==> src/rtl/mult_div_unit.sv <==
// Iterative signed multiply/divide unit feeding HI/LO (radix-2 Booth MULT, restoring DIV).
// Optional macro MULTDIV_ZERO_BYPASS_EN: a MULT with a zero operand completes without iterating.

module mult_div_unit #(
    parameter int WIDTH = 32
) (
    input  logic             clk,
    input  logic             reset,
    input  logic             start,
    input  logic             MultOrDiv,
    input  logic [WIDTH-1:0] A,
    input  logic [WIDTH-1:0] B,
    output logic             busy,
    output logic             done,
    output logic [WIDTH-1:0] HI,
    output logic [WIDTH-1:0] LO,
    output logic             ErroDiv
);

    localparam int            CW   = $clog2(WIDTH + 1);
    localparam logic [CW-1:0] LAST = CW'(WIDTH - 1);

    typedef enum logic [1:0] {IDLE, RUN, DONE} state_t;

    state_t             state, state_next;
    logic [CW-1:0]      count;
    logic               op_div;
    logic [WIDTH:0]     mcand;
    logic [2*WIDTH+1:0] booth, booth_next;
    logic [WIDTH:0]     acc_sum;
    logic [WIDTH-1:0]   rem, quo, dvs;
    logic [WIDTH-1:0]   rem_next, quo_next, rem_final, quo_final;
    logic [WIDTH:0]     shifted;
    logic               neg_q, neg_r;
    logic [WIDTH-1:0]   abs_a, abs_b;
    logic               div_zero, zero_byp, skip, last;

    assign div_zero = MultOrDiv && (B == '0);
`ifdef MULTDIV_ZERO_BYPASS_EN
    assign zero_byp = !MultOrDiv && ((A == '0) || (B == '0));
`else
    assign zero_byp = 1'b0;
`endif
    assign skip  = div_zero || zero_byp;
    assign last  = (count == LAST);
    assign abs_a = A[WIDTH-1] ? -A : A;
    assign abs_b = B[WIDTH-1] ? -B : B;

    assign busy = (state != IDLE);
    assign done = (state == DONE);

    // Booth step: the accumulator carries one guard bit so that subtracting the most
    // negative multiplicand cannot overflow.
    always_comb begin
        acc_sum = booth[2*WIDTH+1:WIDTH+1];
        case (booth[1:0])
            2'b01:   acc_sum = booth[2*WIDTH+1:WIDTH+1] + mcand;
            2'b10:   acc_sum = booth[2*WIDTH+1:WIDTH+1] - mcand;
            default: ;
        endcase
        booth_next = {acc_sum[WIDTH], acc_sum, booth[WIDTH:1]};
    end

    // Restoring step on magnitudes; the sign fix-up is applied only to the final result.
    always_comb begin
        shifted = {rem, quo[WIDTH-1]};
        if (shifted >= {1'b0, dvs}) begin
            rem_next = WIDTH'(shifted - {1'b0, dvs});
            quo_next = {quo[WIDTH-2:0], 1'b1};
        end else begin
            rem_next = WIDTH'(shifted);
            quo_next = {quo[WIDTH-2:0], 1'b0};
        end
        quo_final = neg_q ? -quo_next : quo_next;
        rem_final = neg_r ? -rem_next : rem_next;
    end

    always_ff @(posedge clk) begin
        if (reset) state <= IDLE;
        else       state <= state_next;
    end

    always_comb begin
        state_next = state;
        case (state)
            IDLE:    if (start) state_next = skip ? DONE : RUN;
            RUN:     if (last) state_next = DONE;
            DONE:    state_next = IDLE;
            default: state_next = IDLE;
        endcase
    end

    // Operands are latched only on an accepted start; HI/LO change only on completion.
    always_ff @(posedge clk) begin
        if (reset) begin
            count   <= '0;
            op_div  <= 1'b0;
            mcand   <= '0;
            booth   <= '0;
            rem     <= '0;
            quo     <= '0;
            dvs     <= '0;
            neg_q   <= 1'b0;
            neg_r   <= 1'b0;
            HI      <= '0;
            LO      <= '0;
            ErroDiv <= 1'b0;
        end else begin
            case (state)
                IDLE: begin
                    if (start) begin
                        count   <= '0;
                        op_div  <= MultOrDiv;
                        mcand   <= {A[WIDTH-1], A};
                        booth   <= {{(WIDTH+1){1'b0}}, B, 1'b0};
                        rem     <= '0;
                        quo     <= abs_a;
                        dvs     <= abs_b;
                        neg_q   <= A[WIDTH-1] ^ B[WIDTH-1];
                        neg_r   <= A[WIDTH-1];
                        ErroDiv <= div_zero;
                        if (zero_byp) begin
                            HI <= '0;
                            LO <= '0;
                        end
                    end
                end
                RUN: begin
                    count <= count + 1'b1;
                    if (op_div) begin
                        rem <= rem_next;
                        quo <= quo_next;
                        if (last) begin
                            HI <= rem_final;
                            LO <= quo_final;
                        end
                    end else begin
                        booth <= booth_next;
                        if (last) begin
                            HI <= booth_next[2*WIDTH:WIDTH+1];
                            LO <= booth_next[WIDTH:1];
                        end
                    end
                end
                default: ;
            endcase
        end
    end

endmodule
==> config.mk <==
export PLATFORM = sky130hd
export DESIGN_NAME = mult_div_unit
export DESIGN_NICKNAME = d
export VERILOG_FILES = /design/src/rtl/mult_div_unit.sv
export SDC_FILE = /design/constraint.sdc
export NUM_CORES = 1
export LEC_CHECK = 0
export ABC_AREA = 1
export CORE_ASPECT_RATIO = 0.7
export CORE_MARGIN = 2
export CORE_UTILIZATION = 35
export CTS_CLUSTER_DIAMETER = 40
export CTS_CLUSTER_SIZE = 8
export DETAILED_ROUTE_END_ITERATION = 10
export GPL_ROUTABILITY_DRIVEN = 1
export GPL_TIMING_DRIVEN = 0
export SLEW_MARGIN = 30
export SYNTH_ARGS = -nofsm -noshare
export SYNTH_HDL_FRONTEND = slang
export SYNTH_SLANG_ARGS = --single-unit
==> constraint.sdc <==
create_clock -name clk -period 5.2 [get_ports clk]
set_input_delay 1.56 -clock clk [delete_from_list [all_inputs] [get_ports clk]]
set_output_delay 1.56 -clock clk [all_outputs]
set_load 0.05 [all_outputs]
Word level (Yosys, flattened, before mapping)
Index checks and enable logic that the tools add are counted.
Widths: inputs -> output; s select.
- memories: 0
- bits in registers: 270
- ROM bits: 0
- RAM bits: 0
- bits in latches: 0
- word-level logic and storage cells: 71
- output and inout bits: 67
- input port bits: 68
- bitwise logic cells: 1
- div/mod/pow operators: 0
- $mul: 0
- magnitude comparators: 1
- multiplexer cells: 28
- reductions and logical operators: 11
- shift-type cells: 0
- add/sub/neg operators: 8
- eq/ne operators: 9
- operator list (kind ; number):
    $mux 32 ; 15
    $mux 66 ; 2
    $pmux 66 s2 ; 1
    $neg 32->32 ; 4
    $pmux 32 s2 ; 2
    $pmux 33 s2 ; 1
    $add 33x33->33 ; 1
    $ge 33x32->1 ; 1
    $sub 33x33->33 ; 1
    $logic_not 32->1 ; 1
    $sub 32x32->32 ; 1
    $pmux 6 s2 ; 1
    $ne 2x2->1 const B ; 4
    $reduce_and 2->1 ; 4
    $add 6x1->6 const B ; 1
    $eq 6x5->1 const B ; 1
    $mux 2 ; 3
    $mux 6 ; 1
    $reduce_and 3->1 ; 2
    $eq 2x1->1 const B ; 2
    $eq 2x2->1 const B ; 2
    $pmux 2 s2 ; 1
    $reduce_bool 2->1 ; 2
    $logic_not 2->1 ; 1
    3 further kinds ; 3

Logic depth before layout (Yosys ltp)
- word-level depth: 6
- mapped depth: 30
- depth with buffers taken out: 30

Worst setup path before layout
No wires, ideal clock.
- path type: reg2reg
- start point: register mcand[0]
- end point: register HI[31]
- data required time: 5130 ps
- period minus slack after synthesis: 3985 ps
- path slack: 1215 ps
- path buffers: 0
- arrival: 3914 ps
- stages on the path, launching flop included: 31
- library setup time: 70 ps
- cells stage by stage: dfxtp_1 -> inv_1 -> ha_1 -> nand3_1 -> nor3_1 -> inv_1 -> nor3_2 -> nand3_1 -> o21ai_1 -> o21a_1 -> nand2_1 -> nor2_1 -> o21ai_1 -> a21oi_1 -> o21ai_1 -> xor2_1 -> ha_1 -> inv_1 -> nor3_1 -> a211oi_1 -> nand2_1 -> a21oi_1 -> o21ai_0 -> or2_2 -> nand3_1 -> nand2_1 -> nand3_1 -> nand2_1 -> inv_1 -> nand2_1 -> a21oi_1
- longest elaborated chain between the ends: 4
- elaborated cells between the ends (all ways): 5
- those cells by class: add/sub (2); mux (3)
- RTL lines (element ; RTL line ; RTL):
    from (decl) ; 28 ; logic [WIDTH:0] mcand;
    from (signal assigned) ; 114 ; mcand <= {A[WIDTH-1], A};
    $sub 33x33->33 / $add 33x33->33 (equally long branches) ; 58, 57 ;
    $pmux 33 s2 * ; 56 ; case (booth[1:0])
    $mux 32 * ; 139 ; if (last) begin
    $mux 32 * ; 130 ; if (op_div) begin
    to (signal assigned) ; 134 ; HI <= rem_final;
    to (signal assigned) ; 140 ; HI <= booth_next[2*WIDTH:WIDTH+1];
    to (decl) ; 15 ; output logic [WIDTH-1:0] HI,
Every way passes the cells marked *; elsewhere a longest branch is shown, timed or not. The select of a mux whose other input is x is not followed.
A chain may end at the register's enable or synchronous reset.

Final worst setup path
Ends and elaborated chain as after synthesis.

==> flow_metrics.env <==
export IMPL_reg2regPathDepth=28
export IMPL_crit_slowest_cell="a21oi_1"
export IMPL_routedWlPerCell_um=19.4
export IMPL_fin_crit_sh_pct=93.2
export IMPL_cts_root_buffer="clkbuf_16"
export IMPL_multi_input_area_um2=12700
export IMPL_end_kind="flop"
export IMPL_final_cells=4200
export IMPL_maxCapViolCount=0
export IMPL_htree_levels=2
export IMPL_grt_pass1_vias=20200
export IMPL_cts_tree="yes"
export IMPL_drive_gt1_share_pct=6.09
export IMPL_whs_path_depth=2
export IMPL_dp_slack_ps=211
export IMPL_worstMarginPinSlew_ps=1050
export IMPL_drtIter0Drc=2763
export IMPL_clk_pin_slew_ps=50
export IMPL_nFillCells=6126
export IMPL_clock_skew_ps=37.5
export IMPL_track_usage_pct=27.1
export IMPL_critPathMaxStageDelay_ps=400
export IMPL_routed_wirelength_mm=81.6
export IMPL_dpl_cell_count=4134
export IMPL_initial_core_util_pct=35.2
export IMPL_fp_dieW_um=289
export IMPL_clk_latency_ps=580
export IMPL_viasPerCell=5.36
export IMPL_p_leak_nw=10.4
export IMPL_slew_viol_final=0
export IMPL_regToRegSetupSlack_ps=350
export IMPL_start_kind="flop"
export IMPL_clk_path_buf_depth=3
export IMPL_regArea_um2=5370
export IMPL_hp_start="HI[22]"
export IMPL_regToRegEndpoint="HI[31]"
export IMPL_synth_cell_area_um2=19900
export IMPL_cts_hold_buf=0
export IMPL_die_area_um2=58700
export IMPL_fmaxAchievable_ghz=0.206
export IMPL_hold_class="reg -> reg"
export IMPL_area_growth_pct=18.8
export IMPL_overflow=0
export IMPL_hold_viol_final=0
export IMPL_coreArea_um2=56400
export IMPL_cp_max_fo=4
export IMPL_relSlewSlack_pct=29.9
export IMPL_synth_edf_count=0
export IMPL_grt_pass1_wl_mm=122
export IMPL_setup_ws_ps=354
export IMPL_min_to="HI[22]"
export IMPL_pin_count=135
export IMPL_fin_crit_ps=4850
export IMPL_tns_ps=0
export IMPL_setup_viol=0
export IMPL_antenna_found_initial=2
export IMPL_numPortBuffers=133
export IMPL_dp_hpwl_mm=66.4
export IMPL_syn_nets=3392
export IMPL_first_pass_iters=8
export IMPL_crit_top_cell="nand2_1"
export IMPL_fin_hold_ws_ps=465
export IMPL_antenna_left=0
export IMPL_cts_buffers=44
export IMPL_ys_ff_latch=268
export IMPL_avgSynthCellArea_um2=6.11
export IMPL_ys_types=53
export IMPL_die_h_um=203
export IMPL_arrival_ps=5350
export IMPL_irDropWorstVdd_mv=0.212
export IMPL_async_reset_ff_share_pct=0
export IMPL_powerDensity_nw_per_um2=300
export IMPL_ys_seq_area_share_pct=27.0
export IMPL_r2r_start="mcand[0]"
export IMPL_placed_cell_area_um2=22100
export IMPL_fin_area_um2=23600
export IMPL_grt_max_degree=14
export IMPL_rows=73
export IMPL_gp_congestion=0.984
export IMPL_nets=3572
export IMPL_synth_cells=3251
export IMPL_status="complete, no violations"
export IMPL_cts_sinks=268
export IMPL_post_route_drc_count=0
export IMPL_yosys_warnings=0
export IMPL_vias=22500
export IMPL_critPathRequiredTime_ps=5700
export IMPL_worstSetupPathType="reg -> reg"
export IMPL_ys_flop_type="dfxtp_1"
==> metal layers <==
layer  up-vias  GRT usage (%)  share of wire [%]
li1      11000              -                  -
met1     10400           42.5                 50
met2       972           37.0                 38
met3       103           5.70                9.6
met4         0           6.02                2.1
met5         -          0.250                  0
==> cell families (layout without fill, tap and decap cells) <==
logic type,after synthesis,count (layout),share of synthesized area [%]
buf+inv,483,681,9.58
simple gates,1651,1651,35.5
other cells,0,1,0
flops,268,268,27.0
mux,1,1,0.0504
fa+ha+maj,73,73,4.67
xor+xnor,98,98,4.32
compound gates,677,677,18.9
==> synthesized netlist by cell type, types with 3 or more instances <==
cell type,instances,area [um^2]
buf_2,4,20.0
o21ai_2,6,52.6
nand4_1,29,181
a21oi_1,316,1580
o21ai_0,213,1070
o221ai_1,38,333
a211oi_1,3,22.5
nand2_2,32,200
buf_1,7,26.3
ha_1,71,888
or2_2,27,169
nor2_4,5,56.3
dfxtp_1,268,5370
nand2_4,3,33.8
xnor2_1,38,333
nand3b_1,13,97.6
nor4_1,17,106
nor2_1,310,1160
nand3_4,3,52.6
nand3_2,6,60.1
nand3_1,166,831
o21bai_1,8,60.1
a31oi_1,35,219
xor2_1,60,526
o211ai_1,21,158
nor3_1,49,245
a21oi_2,3,26.3
inv_1,329,1230
nor3_2,6,60.1
a21o_1,4,30.0
o22ai_1,3,18.8
o21ai_1,10,50.1
buf_4,3,22.5
clkbuf_1,123,462
a221oi_1,7,61.3
o31ai_1,4,30.0
buf_6,8,90.1
nand2_1,960,3600
inv_2,7,26.3
nor2_2,18,113
==> worst max-delay path: cells and delay by family (launching register included) <==
kind                     cells  cell delay (ps)
XOR/XNOR                     1              250
AND/OR/NAND/NOR             16             2210
buffers and inverters        2              210
flip-flops                   1              320
adder cells (fa/ha/maj)      1              310
AO/OA/AOI/OAI                8             1470
==> through the flow <==
step / power, W / utilization (%)
after global routing: 0.00738 / 41.8
after global placement: 0.00421 / 39.2
after detailed placement: 0.00422 / 39.2
after CTS: 0.00702 / 41.7
final: 0.00708 / 41.8
after floorplan: 0.00356 / -
==> report_power, final <==
| group | leakage (nW) | switching, W | total [W] | internal (W) |
|---|---|---|---|---|
| logic | 7.53 | 0.00135 | 0.00194 | 0.000591 |
| clock network | 0.664 | 0.00107 | 0.00282 | 0.00174 |
| registers | 2.19 | 0.000138 | 0.00232 | 0.00218 |
==> flip-flops by register name, indices dropped and copies added, names as in the netlist <==
register	flops
state	2
rem	32
count	6
neg_q	1
ErroDiv	1
booth	65
mcand	32
dvs	32
HI	32
LO	32
quo	32
op_div	1
==> cells in the final DEF (no fill, tap or decap), types with 5 or more instances in the layout <==
| cell | n |
|---|---|
| nand3b_1 | 13 |
| nor2_4 | 5 |
| o21ai_1 | 10 |
| nor3_2 | 7 |
| o211ai_1 | 21 |
| a221oi_1 | 7 |
| nor3_1 | 47 |
| nand3_1 | 166 |
| nor4_1 | 17 |
| o21ai_2 | 8 |
| xor2_1 | 57 |
| nor2_1 | 310 |
| nand2_1 | 960 |
| buf_1 | 7 |
| clkbuf_8 | 8 |
| clkbuf_16 | 44 |
| or2_2 | 27 |
| inv_2 | 8 |
| nand3_2 | 6 |
| a21oi_1 | 315 |
| nor2_2 | 18 |
| nand2_2 | 32 |
| buf_6 | 8 |
| clkdlybuf4s50_1 | 133 |
| o221ai_1 | 38 |
| o21ai_0 | 211 |
| a31oi_1 | 35 |
| clkbuf_1 | 127 |
| inv_1 | 328 |
| ha_1 | 69 |
| o21bai_1 | 8 |
| nand4_1 | 29 |
| dfxtp_1 | 268 |
| xnor2_1 | 36 |
==> timing repair <==
| item | in CTS | in global routing |
|---|---|---|
| buffers inserted | 0 | 1 |
| setup endpoints to repair | 0 | 6 |
| resized for setup | 0 | 17 |
==> worst max-delay path by stage <==
stage                     startpoint     end  slack [ps]  depth (start not counted)
after global routing        mcand[0]  HI[31]         -70                         28
final                       mcand[0]  HI[31]         350                         28
after global placement       dvs[22]  LO[30]         210                         25
after CTS                    dvs[22]  LO[30]         170                         25
after floorplan             mcand[0]  HI[31]        1220                         30
after detailed placement     dvs[22]  LO[30]         210                         25
==> area by class of cell <==
cell class	instances	share of cell area, %
multi-input combinational	2500	53.7
sequential	268	22.7
timing repair buffer	134	5.67
inverter	337	5.37
clock buffer	56	5.19
tap	750	3.97
buffer	146	2.69
clock inverter	8	0.646
antenna	1	0.0106
(Power assumes the default switching activity.)
